[src/rtl/dado_roller.sv]
// Multi-die electronic dice roller with seven-segment pip outputs.
// Optional registered running sum of all faces: define DADO_SUM_EN.
module dado_roller #(
  parameter int N_DICE      = 2,
  parameter int ROLL_CYCLES = 8
) (
  input  logic                  clk,
  input  logic                  rst,
  input  logic                  roll,
  input  logic [N_DICE-1:0]     hold,
  output logic [3*N_DICE-1:0]   value,
  output logic [7*N_DICE-1:0]   pips,
  output logic                  busy,
  output logic                  done
`ifdef DADO_SUM_EN
  ,
  output logic [$clog2(6*N_DICE+1)-1:0] sum
`endif
);

  localparam int CW = $clog2(ROLL_CYCLES + 1);
  localparam logic [CW-1:0] RC = CW'(ROLL_CYCLES);

  typedef enum logic {
    IDLE = 1'b0,
    SPIN = 1'b1
  } state_t;

  state_t               state_q, state_d;
  logic [CW-1:0]        cnt_q, cnt_d;
  logic [3*N_DICE-1:0]  value_q, value_d;
  logic                 done_q, done_d;
  logic                 adv;

  function automatic logic [2:0] step(
    input logic [2:0] v,
    input int         s
  );
    logic [3:0] t;
    t = {1'b0, v} + 4'(s) - 4'd1;
    if (t >= 4'd6) t = t - 4'd6;
    return t[2:0] + 3'd1;
  endfunction

  function automatic logic [6:0] pip(input logic [2:0] v);
    logic [6:0] p;
    p = '0;
    if (v >= 3'd1 && v <= 3'd6) begin
      p[0] = (v >= 3'd2);
      p[6] = (v >= 3'd2);
      p[1] = (v >= 3'd4);
      p[5] = (v >= 3'd4);
      p[2] = (v == 3'd6);
      p[4] = (v == 3'd6);
      p[3] = v[0];
    end
    return p;
  endfunction

  // Next-state logic: decide whether this edge advances or completes.
  always_comb begin
    state_d = state_q;
    cnt_d   = cnt_q;
    done_d  = 1'b0;
    adv     = 1'b0;
    unique case (state_q)
      IDLE: begin
        if (roll) begin
          state_d = SPIN;
          cnt_d   = '0;
        end
      end
      SPIN: begin
        if (roll || cnt_q != RC) begin
          adv = 1'b1;
          if (cnt_q != RC) cnt_d = cnt_q + 1'b1;
        end else begin
          state_d = IDLE;
          done_d  = 1'b1;
        end
      end
      default: state_d = IDLE;
    endcase
  end

  // Each non-held die steps by (index+1) faces on an advancing edge.
  always_comb begin
    value_d = value_q;
    for (int i = 0; i < N_DICE; i++) begin
      if (adv && !hold[i])
        value_d[3*i +: 3] = step(value_q[3*i +: 3], i + 1);
    end
  end

  // State, counter, dice and completion pulse registers.
  always_ff @(posedge clk or posedge rst) begin
    if (rst) begin
      state_q <= IDLE;
      cnt_q   <= '0;
      done_q  <= 1'b0;
      for (int i = 0; i < N_DICE; i++)
        value_q[3*i +: 3] <= 3'd1;
    end else begin
      state_q <= state_d;
      cnt_q   <= cnt_d;
      done_q  <= done_d;
      value_q <= value_d;
    end
  end

  // Pip patterns decode straight from the registered faces.
  always_comb begin
    pips = '0;
    for (int i = 0; i < N_DICE; i++)
      pips[7*i +: 7] = pip(value_q[3*i +: 3]);
  end

  assign value = value_q;
  assign busy  = (state_q == SPIN);
  assign done  = done_q;

`ifdef DADO_SUM_EN
  localparam int SW = $clog2(6*N_DICE+1);

  logic [SW-1:0] sum_q, sum_d;

  // Total of the frozen faces, captured on the completion edge.
  always_comb begin
    sum_d = '0;
    for (int i = 0; i < N_DICE; i++)
      sum_d = sum_d + SW'(value_q[3*i +: 3]);
  end

  // Sum register holds between rolls.
  always_ff @(posedge clk or posedge rst) begin
    if (rst)         sum_q <= SW'(N_DICE);
    else if (done_d) sum_q <= sum_d;
  end

  assign sum = sum_q;
`endif

endmodule

[config.mk]
export PLATFORM = sky130hd
export DESIGN_NAME = dado_roller
export DESIGN_NICKNAME = d
export VERILOG_FILES = /design/src/rtl/dado_roller.sv
export SDC_FILE = /design/constraint.sdc
export NUM_CORES = 1
export LEC_CHECK = 0
export CAP_MARGIN = 5
export CORE_MARGIN = 8
export CORE_UTILIZATION = 43
export DETAILED_ROUTE_END_ITERATION = 12
export GPL_ROUTABILITY_DRIVEN = 0
export HOLD_SLACK_MARGIN = 0.02
export PLACE_DENSITY_LB_ADDON = 0.12
export RECOVER_POWER = 25
export SLEW_MARGIN = 20
export SYNTH_ARGS = -nofsm -noshare
export SYNTH_HDL_FRONTEND = slang
export SYNTH_SLANG_ARGS = --single-unit
[constraint.sdc]
create_clock -name clk -period 1.8 [get_ports clk]
set_input_delay 0.45 -clock clk [delete_from_list [all_inputs] [get_ports clk]]
set_output_delay 0.45 -clock clk [all_outputs]
set_load 0.02 [all_outputs]
==> metrics, run 1 <==
outcome completed; Die Span X 58.0 µm; XOR/XNOR Fraction of Synth Area 0.0347; CP max stage cell clkdlybuf4s50_1; final wirelength between 1.5 and 2 mm; grt ovf 0; Post-synth ARST share 1.00; clk sink count 11; clock power share 0.084; Gate power share 0.667; CTS buffer count 3; Core Region 1690 µm²; Worst setup endpoint value[4]; detailed placement HPWL 1.19 mm; most frequent cell after synthesis dfrtp_1; total area of sequential cells around 280 µm²; f_max 576 MHz; min-delay worst type reg2reg; met1 GRT Util 0.108; Critical Path Source value[4]; GRT Util Overall 0.0971; period utilisation layout 0.965; Pint roughly 1.1 mW; Reg-to-Reg End value[5]; layout cells sized above 1 0.260; Switching Share 0.445; CTS Hold Buffers Added 0; worst-skew pair later-pin latency about 0.27 ns; crit path cell chain clkdlybuf4s50_1; Synth Area in Adders 0.142; synthesized instance count 74; synthesis-stage register bit count 11; Diodes inserted 0; switching pwr roughly 0.90 mW; first-pass iteration count of the detailed router 2; row count 15; final net count between 100 and 150; H-Tree Depth 1; Yosys top cell by area dfrtp_1; delay-heaviest family, CP buffers and inverters; area taken by multi-input logic gates ~400 µm²; Max Slew Vio Count 0; Crit Reg-Reg Startpoint cnt_q[0]; largest net degree at the start of global routing 12; Vias/cell 4.80; Yosys Warn Count 0; largest family of logic cells by synthesized area simple AND/OR/NAND/NOR gates; sequential-to-total area share from yosys stat 0.365; critical path launch point type flop; Netlist cell types 33; non-filler instance count after layout 121; first-pass GRT wire length between 2 and 3 mm; layer with the highest usage met2; setup ws final between 0.06 and 0.07 ns; CP peak stage delay between 0.6 and 0.7 ns; Area contributors post-synth dfrtp_1, ha_1, buf_4; Post-synth top cells dfrtp_1, buf_4, ha_1, inv_1, nand2_1; Post-Synth Simple-Gate Area 0.183; ANT nets after route 0; reg-to-reg slack, setup ~0.24 ns; Post-Place Worst Slack -0.0357 ns; final instance area between 1000 and 1500 µm²; vias in the first global route 611; final setup fails 0; dpl cell area 1020 µm²; initial core utilization 0.448; via count just under 600; CP endpoint kind output port; Crit path depth 1; crit path kind reg2out; area growth from synthesis to layout 36.9%; final count of hold timing violations 0; fill count approximately 160; critical path data required time around 1.4 ns; Clock transition at path regs ~0.070 ns; placed cell count 116; Die Height 58.0 µm; Global Route met3 Usage 0.0265; peak supply drop 0.000863 V; antenna violations before repair 0; top cell type's share of synthesized area 0.331; I/O pins 27; PortBufs 23; first-iteration detailed-routing DRC count 5; full die area ~3400 µm²; Main synth FF type dfrtp_1; power share of the sequential group 0.249; post-DR wirelength/cell between 10 and 15 µm; met2 Use GR 0.159; Max Cap Violations 0; fraction of the mapped netlist area in compound gates 0.0711; worst r2r path cells 5; Final min period about 1.7 ns; crit path max fanout 4; P_leak 0.535 nW; Max Buffers Root-to-Sink 2; DRC errors left 0; Final Power approximately 2.0 mW; combined buffer and inverter count along the critical path 1; proportion of synthesized area in mux cells 0.0744; Cell Area, Synth between 700 and 800 µm²; CTS tree yes; Syn Area/Cell a little over 10 µm²; clock skew approximately 0.0030 ns; unrepaired setup endpoints after global routing yes; CTS root buf clkbuf_4; Critical Path AT roughly 1.3 ns; setup TNS 0 ns; Pwr Density 1940 nW/µm²; Post-synth EDFFs 0
[power groups by stage]
| stage | clock network (mW) | logic, mW | registers, mW |
|---|---|---|---|
| final | 0.170 | 1.34 | 0.501 |
| after detailed placement | 0 | 1.44 | 0.512 |
| after global placement | 0 | 1.42 | 0.507 |
| after floorplan | 0 | 0.797 | 0.589 |
| after global routing | 0.187 | 1.48 | 0.528 |
| after CTS | 0.175 | 1.35 | 0.504 |
[cells by family after synthesis]
group	Yosys count
xor gates and xnor gates	3
muxes	5
other	2
buffers and inverters	16
AOI/OAI and AO/OA	7
adders and majority gates	8
DFF	11
and+or+nand+nor	22
[routing by layer]
layer | vias up | wire length (µm)
met4 | 0 | 31
li1 | 293 | -
met1 | 262 | 662
met3 | 4 | 125
met2 | 22 | 699
met5 | - | 0
[sequential cells by signal, summed over array words and instances (netlist names)]
signal  cells
value       5
cnt_q       4
busy        1
done        1
[worst min path at each step]
stage	slack, ns	cells after the start	end	start
CTS	0.49	2	done	rst
detailed placement	0.54	1	cnt_q[0]	cnt_q[0]
floorplan	0.30	1	busy	rst
finish	0.54	1	cnt_q[0]	cnt_q[0]
global placement	0.53	1	cnt_q[0]	cnt_q[0]
global route	0.58	1	cnt_q[0]	cnt_q[0]
[what timing repair did]
action | in CTS | in global routing
setup buffers | 1 | 0
cloned | 0 | 0
endpoints found under the setup margin | 15 | 9
gates resized for setup | 25 | 13
[through the flow]
stage,hold slack (ns),util
floorplan,0.302,-
finish,0.544,0.613
detailed placement,0.538,0.606
global route,0.582,0.613
CTS,0.487,0.613
global placement,0.528,0.606
[cell type report]
type                    instances  share of cell area
flip-flops and latches         11               0.267
multi-input cells              48               0.380
well taps                      17              0.0205
repair buffers                 34               0.281
clock buffers                   4              0.0254
inverters                       7              0.0254
[layout by cell type (no fill, tap or decap), types with 2 or more instances in the layout]
| cell | instances |
|---|---|
| a31o_2 | 2 |
| buf_2 | 2 |
| buf_4 | 10 |
| buf_6 | 3 |
| clkbuf_2 | 2 |
| clkbuf_4 | 3 |
| clkdlybuf4s50_1 | 6 |
| conb_1 | 3 |
| dfrtp_1 | 10 |
| dlygate4sd2_1 | 8 |
| ha_1 | 7 |
| inv_1 | 7 |
| mux2i_1 | 3 |
| nand2_1 | 7 |
| nand2b_1 | 2 |
| nand3_1 | 2 |
| xor2_1 | 2 |
Note: power is estimated with default switching activity, not from simulation.
==> run 2: changes to the inputs <==
- CELL_PAD_IN_SITES_DETAIL_PLACEMENT: unset -> 2
- CELL_PAD_IN_SITES_GLOBAL_PLACEMENT: unset -> 2
- CORE_UTILIZATION: 43 -> 26
==> run 2 against run 1 <==
Setup slack got worse by 0.0090 ns. Largest cell class unchanged. Via count increased by 5.7%. First-iteration DRC count increased to 3.2 times the previous value. Critical path type unchanged. Utilization decreased by 24 points. Critical path depth increased by 2. Critical endpoint is now pips[0].
==> metrics, run 2 (synthesis gave the netlist of run 1 again) <==
critical path launch point type flop; Reg-to-Reg End value[5]; area growth from synthesis to layout 35.7%; setup bufs post-CTS 0 (-1); Max Slew Vio Count 0 (unchanged); detailed placement HPWL 1.58 mm (+33%); Diodes inserted 0 (unchanged); GRT Util Overall 0.0828 (-0.0144); worst r2r path cells 5 (unchanged); CP peak stage delay 0.58 ns (-0.05 ns); placed cell count 130 (+12%); via count 614 (+5.7%); first-iteration detailed-routing DRC count 16 (+11); Hold Path Origin cnt_q[0]; crit path cell chain nand3_1, o21a_1, clkdlybuf4s15_2; Crit Reg-Reg Startpoint cnt_q[0]; most common cell after layout, fill and taps aside buf_4; first-pass iteration count of the detailed router 2 (unchanged); Max Buffers Root-to-Sink 2 (unchanged); top library cells by usage in the layout, fill and taps aside buf_4, dfrtp_1; fill count 313 (+100%); final count of hold timing violations 0 (unchanged); initial core utilization 0.275 (-0.174); Max Cap Violations 0 (unchanged); reg-to-reg slack, setup 0.24 ns (about the same); clk sink count 11 (unchanged); CTS Hold Buffers Added 0 (unchanged); setup ws final 0.0545 ns (-0.00899 ns); grt ovf 0 (unchanged); post_cts resized 28 (+12%); period utilisation layout 0.970 (+0.00500); CTS buffer count 3 (unchanged); Core Region 2760 µm² (+63%); CTS root buf clkbuf_4; Final min period 1.75 ns (+0.00899 ns); Post-Place Worst Slack -0.0491 ns (-0.0133 ns); Die Span X 70.0 µm (+21%); full die area 4890 µm² (+46%); Critical Path AT 1.30 ns (about the same); critical path data required time 1.35 ns (about the same); f_max 573 MHz (-0.52%); DRC errors left 0 (unchanged); setup TNS 0 ns (unchanged); combined buffer and inverter count along the critical path 1 (unchanged); Vias/cell 4.58 (-4.6%); non-filler instance count after layout 134 (+11%); PortBufs 23 (unchanged); delay-heaviest family, CP flip-flops; Die Height 70.0 µm (+21%); outcome completed; CTS tree yes; post-DR wirelength/cell 14.2 µm (+13%); vias in the first global route 683 (+12%); max reg flops 5 (unchanged); Pwr Density 1940 nW/µm² (-0.50%); final setup fails 0 (unchanged); crit path max fanout 6 (+2); layout cells sized above 1 0.291 (+0.0316); Hold EP cnt_q[0]; min-delay worst type reg2reg; antenna violations before repair 0 (unchanged); P_leak 0.509 nW (-4.9%); crit path kind reg2out; CP endpoint kind output port; row count 19 (+4); Final Power 1.99 mW (-1.3%); first-pass GRT wire length 3.33 mm (+27%); clock skew 0.00452 ns (+0.00154 ns); final wirelength 1.91 mm (+25%); unrepaired setup endpoints after global routing no; H-Tree Depth 1 (unchanged); hold depth 1 (unchanged); CP max stage cell dfstp_2; final net count 117 (-0.85%); I/O pins 27 (unchanged); worst-skew pair later-pin latency 0.27 ns (about the same); ANT nets after route 0 (unchanged); largest net degree at the start of global routing 12 (unchanged); Clock transition at path regs 0.07 ns (about the same); peak supply drop 0.000730 V (-15%)
-- run 2: stage by stage --
stage               instance area [µm²]  hold slack (ns)   util
CTS                                1050            0.489  0.380
global placement                   1040            0.537  0.377
finish                             1030            0.544  0.373
floorplan                           761            0.302      -
detailed placement                 1040            0.542  0.377
global route                       1030            0.574  0.373
-- run 2: worst max path at each step --
stage	from	to	slack, ns	depth (start not counted)
5_1_grt	value[4]	value[4]	0.003	1
2_1_floorplan	value[4]	pips[13]	0.11	3
3_3_place_gp	roll	value[5]	-0.008	4
6_report	value[0]	pips[0]	0.05	3
3_5_place_dp	value[4]	pips[7]	-0.05	3
4_1_cts	value[5]	pips[8]	0.02	3
-- run 2: where the power goes --
group	leakage [nW]	total (mW)	switching, mW	internal [mW]
combinational	0.366	1.30	0.688	0.610
clock	0.0150	0.171	0.0852	0.0859
sequential	0.128	0.518	0.142	0.377
-- run 2: layout make-up --
type	count	area (µm²)	area share
flip-flops and latches	11	279	0.272
well taps	31	38.8	0.0378
inverters	7	26.3	0.0256
multi-input cells	48	394	0.384
clock buffers	4	26.3	0.0256
repair buffers	33	263	0.256
-- run 2: routing by layer --
layer	track usage	wire length, µm
met5	0	0
met2	0.140	950
met3	0.0367	143
met4	0.0335	28
met1	0.0873	783
